===== src/rtl/pipelined_adder_pkg.sv =====
// Shared constants and the stage-count helper for pipelined_adder.
package pipelined_adder_pkg;

  localparam int DEFAULT_WIDTH = 32;
  localparam int DEFAULT_CHUNK = 8;

  // Guard against a zero chunk so elaboration reaches the parameter check.
  function automatic int stage_count(input int width, input int chunk);
    return (chunk > 0) ? (width / chunk) : 1;
  endfunction

endpackage


===== src/rtl/adder_slice.sv =====
// CHUNK-bit ripple-carry adder used by each pipeline stage; also exports
// the carry into its MSB so the top stage can derive signed overflow.
module adder_slice #(
  parameter int W = 8
) (
  input  logic [W-1:0] a,
  input  logic [W-1:0] b,
  input  logic         ci,
  output logic [W-1:0] s,
  output logic         co,
  output logic         cm
);

  logic [W:0] c;

  always_comb begin
    c    = '0;
    s    = '0;
    c[0] = ci;
    for (int i = 0; i < W; i++) begin
      s[i]   = a[i] ^ b[i] ^ c[i];
      c[i+1] = (a[i] & b[i]) | (c[i] & (a[i] ^ b[i]));
    end
  end

  assign co = c[W];
  assign cm = c[W-1];

endmodule


===== src/rtl/pipelined_adder.sv =====
// Carry-pipelined adder: stage k adds chunk k using the carry registered by
// stage k-1. Optional signed-overflow output under PIPELINED_ADDER_OVF_EN.
module pipelined_adder
  import pipelined_adder_pkg::*;
#(
  parameter int WIDTH = DEFAULT_WIDTH,
  parameter int CHUNK = DEFAULT_CHUNK
) (
  input  logic             clk,
  input  logic             rst,
  input  logic [WIDTH-1:0] x,
  input  logic [WIDTH-1:0] y,
  input  logic             cIn,
  input  logic             in_valid,
  output logic             in_ready,
  output logic [WIDTH-1:0] sum,
  output logic             cOut,
  output logic             out_valid,
  input  logic             out_ready
`ifdef PIPELINED_ADDER_OVF_EN
  ,
  output logic             ovf
`endif
);

  localparam int STAGES = stage_count(WIDTH, CHUNK);

  if (WIDTH < 2 || CHUNK < 1 || (WIDTH % CHUNK) != 0) begin : g_bad_params
    $error("pipelined_adder: WIDTH must be >= 2 and a multiple of CHUNK");
  end

  // Handshake: a transfer happens on in_valid & in_ready, a result is
  // consumed on out_valid & out_ready. The whole pipe moves as one unit
  // (advance) whenever the output register is empty or being drained, so
  // a stalled output freezes every stage and in_ready drops with it.
  logic advance;
  assign advance  = !out_valid || out_ready;
  assign in_ready = advance;

  for (genvar k = 0; k < STAGES; k++) begin : g_stage
    // Operands still to be added ride LSB-aligned; finished sum chunks
    // accumulate below the current chunk so they leave de-skewed.
    localparam int IW = WIDTH - k * CHUNK;
    localparam int SW = (k + 1) * CHUNK;

    logic [IW-1:0]    xi;
    logic [IW-1:0]    yi;
    logic             vi;
    logic             ci;
    logic [SW-1:0]    sn;
    logic [CHUNK-1:0] s_ch;
    logic             co;
    logic             cm;
    logic             vr;
    logic             cr;
    logic [SW-1:0]    sr;

    adder_slice #(.W(CHUNK)) u_slice (
      .a  (xi[CHUNK-1:0]),
      .b  (yi[CHUNK-1:0]),
      .ci (ci),
      .s  (s_ch),
      .co (co),
      .cm (cm)
    );

    if (k == 0) begin : g_in
      assign xi = x;
      assign yi = y;
      assign vi = in_valid;
      assign ci = cIn;
      assign sn = s_ch;
    end else begin : g_in
      assign xi = g_stage[k-1].g_ops.xr;
      assign yi = g_stage[k-1].g_ops.yr;
      assign vi = g_stage[k-1].vr;
      assign ci = g_stage[k-1].cr;
      assign sn = {s_ch, g_stage[k-1].sr};
    end

    if (k < STAGES - 1) begin : g_ops
      logic [IW-CHUNK-1:0] xr;
      logic [IW-CHUNK-1:0] yr;

      always_ff @(posedge clk) begin
        if (rst) begin
          xr <= '0;
          yr <= '0;
        end else if (advance) begin
          xr <= xi[IW-1:CHUNK];
          yr <= yi[IW-1:CHUNK];
        end
      end
    end

    always_ff @(posedge clk) begin
      if (rst) begin
        vr <= 1'b0;
        cr <= 1'b0;
        sr <= '0;
      end else if (advance) begin
        vr <= vi;
        cr <= co;
        sr <= sn;
      end
    end
  end

  assign sum       = g_stage[STAGES-1].sr;
  assign cOut      = g_stage[STAGES-1].cr;
  assign out_valid = g_stage[STAGES-1].vr;

`ifdef PIPELINED_ADDER_OVF_EN
  // Registered beside the last chunk so it lines up with sum/cOut.
  logic ovf_r;

  always_ff @(posedge clk) begin
    if (rst) begin
      ovf_r <= 1'b0;
    end else if (advance) begin
      ovf_r <= g_stage[STAGES-1].cm ^ g_stage[STAGES-1].co;
    end
  end

  assign ovf = ovf_r;
`endif

endmodule

===== config.mk =====
export PLATFORM = sky130hd
export DESIGN_NAME = pipelined_adder
export DESIGN_NICKNAME = d
export VERILOG_FILES = /design/src/rtl/pipelined_adder_pkg.sv /design/src/rtl/adder_slice.sv /design/src/rtl/pipelined_adder.sv
export SDC_FILE = /design/constraint.sdc
export NUM_CORES = 1
export LEC_CHECK = 0
export CORE_MARGIN = 2
export CORE_UTILIZATION = 49
export CTS_CLUSTER_DIAMETER = 200
export CTS_CLUSTER_SIZE = 20
export DETAILED_ROUTE_END_ITERATION = 10
export PLACE_DENSITY_LB_ADDON = 0.08
export RECOVER_POWER = 50
export SYNTH_ARGS = -nofsm -noshare
export SYNTH_HDL_FRONTEND = slang
export SYNTH_SLANG_ARGS = --single-unit
export TNS_END_PERCENT = 10

===== constraint.sdc =====
create_clock -name clk -period 4.35 [get_ports clk]
set_input_delay 0.6525 -clock clk [delete_from_list [all_inputs] [get_ports clk]]
set_output_delay 0.6525 -clock clk [all_outputs]
set_load 0.01 [all_outputs]

==> summary.md <==
| Metric | Value |
|---|---|
| Final min period | `roughly 4.2 ns` |
| Gr usage total | `0.189` |
| Share of layout cells above drive strength 1 | `0.0468` |
| YS warnings | `0` |
| HP Start | `g_stage[2].vr` |
| Max FO, Critical Path | `1` |
| Iteration-0 DRC count of the detailed router | `approximately 320` |
| Antenna Nets Post-Route | `0` |
| Routed vias | `~5500` |
| P per Cell Area | `370 nW/µm²` |
| Final Hold Violating Endpoints | `0` |
| Setup slack at placement | `-0.246 ns` |
| Worst Reg2Reg Path Length in Cells | `12` |
| #FFs+latches synth | `approximately 180` |
| Slew Limit Fails | `221` |
| Hold Path Class | `reg -> reg` |
| Placed cells | `1022` |
| Worst IR Drop VDD | `277 µV` |
| FP Rows | `47` |
| Mapped Cells | `762` |
| Leakage power | `0.00347 µW` |
| Hold path depth | `2` |
| Number of global-route vias before repair | `5397` |
| Unrepaired setup endpoints after global routing | `false` |
| Largest family of logic cells by synthesized area | `simple AND/OR/NAND/NOR gates` |
| Final Cycle Share | `0.962` |
| Post-cts resize count | `0` |
| Rel. slew slack | `-0.526` |
| DRC Markers | `0` |
| Synthesized area | `8260 µm²` |
| Top cells by area, synth | `dfxtp_1 (45%), nand2b_1 (13%), mux2i_1 (11%)` |
| Sequential area share after synthesis | `0.446` |
| Status | `finished, violations left` |
| Clock sink total | `roughly 180` |
| Post-Synth Simple-Gate Area | `0.249` |
| Hold_buf cts | `0` |
| Worst-Margin Slew | `2.29 ns` |
| Layout net count | `922` |
| Syn nets | `863` |
| Initial Util | `0.500` |
| Fillers | `1397` |
| Final Instance Area | `9810 µm²` |
| Placed inst area | `9270 µm²` |
| FF-to-FF Start | `g_stage[0].cr` |
| WL per Instance | `15.3 µm` |
| Die ar. | `17900 µm²` |
| Post-synthesis cell type count | `19` |
| Crit. End Element | `flip-flop` |
| Vias per cell | `approximately 5.2` |
| CP Data Arrival Time | `4.50 ns` |
| Hold Path End | `out_valid` |
| Fin worst setup slack | `0.167 ns` |
| Port Buffer Count | `103` |
| Die W | `134 µm` |
| Clock buffer count from CTS | `17` |
| Adder-Cell Fraction of Synth Area | `0.0775` |
| Gp weighted congestion | `approximately 0.76` |
| R2r endpoint | `g_stage[1].sr[15]` |
| Core Region | `16500 µm²` |
| Finished Core Util | `0.593` |
| FF-to-FF setup slack | `0.58 ns` |
| I/O pin cnt | `roughly 100` |
| Die Y | `134 µm` |
| Startpoint types | `primary input` |
| XOR/XNOR Fraction of Synth Area | `0` |
| Initial antenna violation count | `0` |
| Antenna diode count | `0` |
| Critical Path RT | `4.67 ns` |
| Hold Slack | `0.454 ns` |
| Largest net degree at the start of global routing | `168` |
| Fmax | `239 MHz` |
| Final setup violation count | `0` |
| H-tree levels | `4` |
| Clk_skew | `0.00648 ns` |
| Synth area leader | `dfxtp_1` |
| Finished Layout Cells | `between 1000 and 1500` |
| First-pass GRT wire length | `around 27000 µm` |
| Synth top area share | `0.446` |
| Root Driver | `clkbuf_16` |
| Post-CTS setup buffer count | `0` |
| Area delta synth->final | `18.7%` |
| Compound-Gate Fraction of Synth Area | `0.0593` |
| Detailed Routing Iterations Pass 1 | `5` |
| Max cap viols | `2` |
| Clk pin slew, worst setup/hold paths | `0.07 ns` |
| Grt total ovfl | `0` |
| Overall routed net length | `16100 µm` |
| Avg Cell Area, Syn | `between 10 and 15 µm²` |
| Worst-case clock buffer depth | `2` |
| Mux cell area share after synthesis | `0.111` |
| CP Class | `in -> reg` |
| CTS tree | `yes` |
| Failing checks | `capacitance limit, slew limit` |
| Detail Placement HPWL | `9990 µm` |
| Clk_lat worst skew | `0.42 ns` |
==> worst max-delay path by stage <==
stage	start	end	slack [ns]	cells past startpoint
after floorplan	y[0]	g_stage[0].sr[7]	0.46	12
after global placement	y[0]	g_stage[0].sr[7]	-0.08	13
after detailed placement	y[0]	g_stage[0].sr[7]	-0.25	13
after CTS	y[0]	g_stage[0].sr[7]	0.19	13
after global routing	y[0]	g_stage[0].sr[7]	0.01	13
final	y[0]	g_stage[0].sr[7]	0.17	13
==> layout by cell type (no fill, tap or decap), drive strengths merged <==
master / count
fa: 32
nand4bb: 18
inv: 32
nand2b: 171
clkbuf: 21
clkinvlp: 5
dfxtp: 184
or4bb: 61
a21oi: 1
dlygate4sd3: 23
nor2b: 1
mux2i: 92
a211oi: 12
bufinv: 1
clkinv: 6
buf: 5
clkdlybuf4s50: 78
nor3b: 12
o21ai: 79
==> flip-flops by register name, indices dropped and copies added (netlist names) <==
signal	cells
g_stage.vr	3
g_stage.g_ops.xr	48
g_stage.sr	48
g_stage.g_ops.yr	48
cOut	1
g_stage.cr	3
sum	32
out_valid	1
==> synthesized netlist by cell type <==
cell type and number:
a211oi_1 12, clkbuf_1 44, inv_1 29, nand4bb_1 18
or4bb_1 61, mux2i_1 92, buf_6 8, dfxtp_1 184
buf_4 7, nand2b_1 171, a21oi_1 1, o21ai_0 43
clkbuf_2 2, nor3b_1 12, buf_2 8, fa_1 32
o21ai_1 36, inv_2 1, nor2b_2 1
==> metrics by stage <==
stage | total power, µW | TNS [ns]
6_report | 3630 | 0
5_1_grt | 3780 | 0
3_5_place_dp | 2200 | -0.246
3_3_place_gp | 2190 | -0.0830
4_1_cts | 3670 | 0
2_1_floorplan | 2050 | 0
==> cell families (layout without fill, tap and decap cells) <==
family	count (synthesis)	in the layout
muxes	92	92
AOI/OAI and AO/OA	92	92
and+or+nand+nor	263	263
buffers and inverters	99	171
DFF	184	184
adders and majority gates	32	32
==> worst max-delay path, stage by stage <==
cell	delay, ns
clkdlybuf4s50_1	0.43
fa_1	0.42
inv_1	0.07
fa_1	0.16
inv_1	0.05
fa_1	0.40
fa_1	0.41
fa_1	0.40
fa_1	0.39
fa_1	0.36
inv_1	0.07
fa_1	0.41
a211oi_1	0.26
==> per-layer routing <==
layer  wire [µm]  GRT usage
met1        8440      0.276
met2        6970      0.281
met3         486     0.0374
met4         231     0.0615
met5           0          0
==> report_power, final <==
| group | switching [µW] | internal (µW) |
|---|---|---|
| sequential | 38.3 | 1780 |
| combinational | 157 | 184 |
| clock | 664 | 806 |
| total | 860 | 2770 |
==> cell type report <==
| type | count | area [µm²] | area share |
|---|---|---|---|
| inverter | 30 | 113 | 0.0115 |
| multi-input combinational | 479 | 4110 | 0.419 |
| sequential | 184 | 3680 | 0.376 |
| tap | 220 | 275 | 0.0281 |
| timing repair buffer | 109 | 1060 | 0.108 |
| clock inverter | 14 | 126 | 0.0129 |
| clock buffer | 18 | 439 | 0.0448 |
No activity file was read; power rests on OpenSTA's default activity.
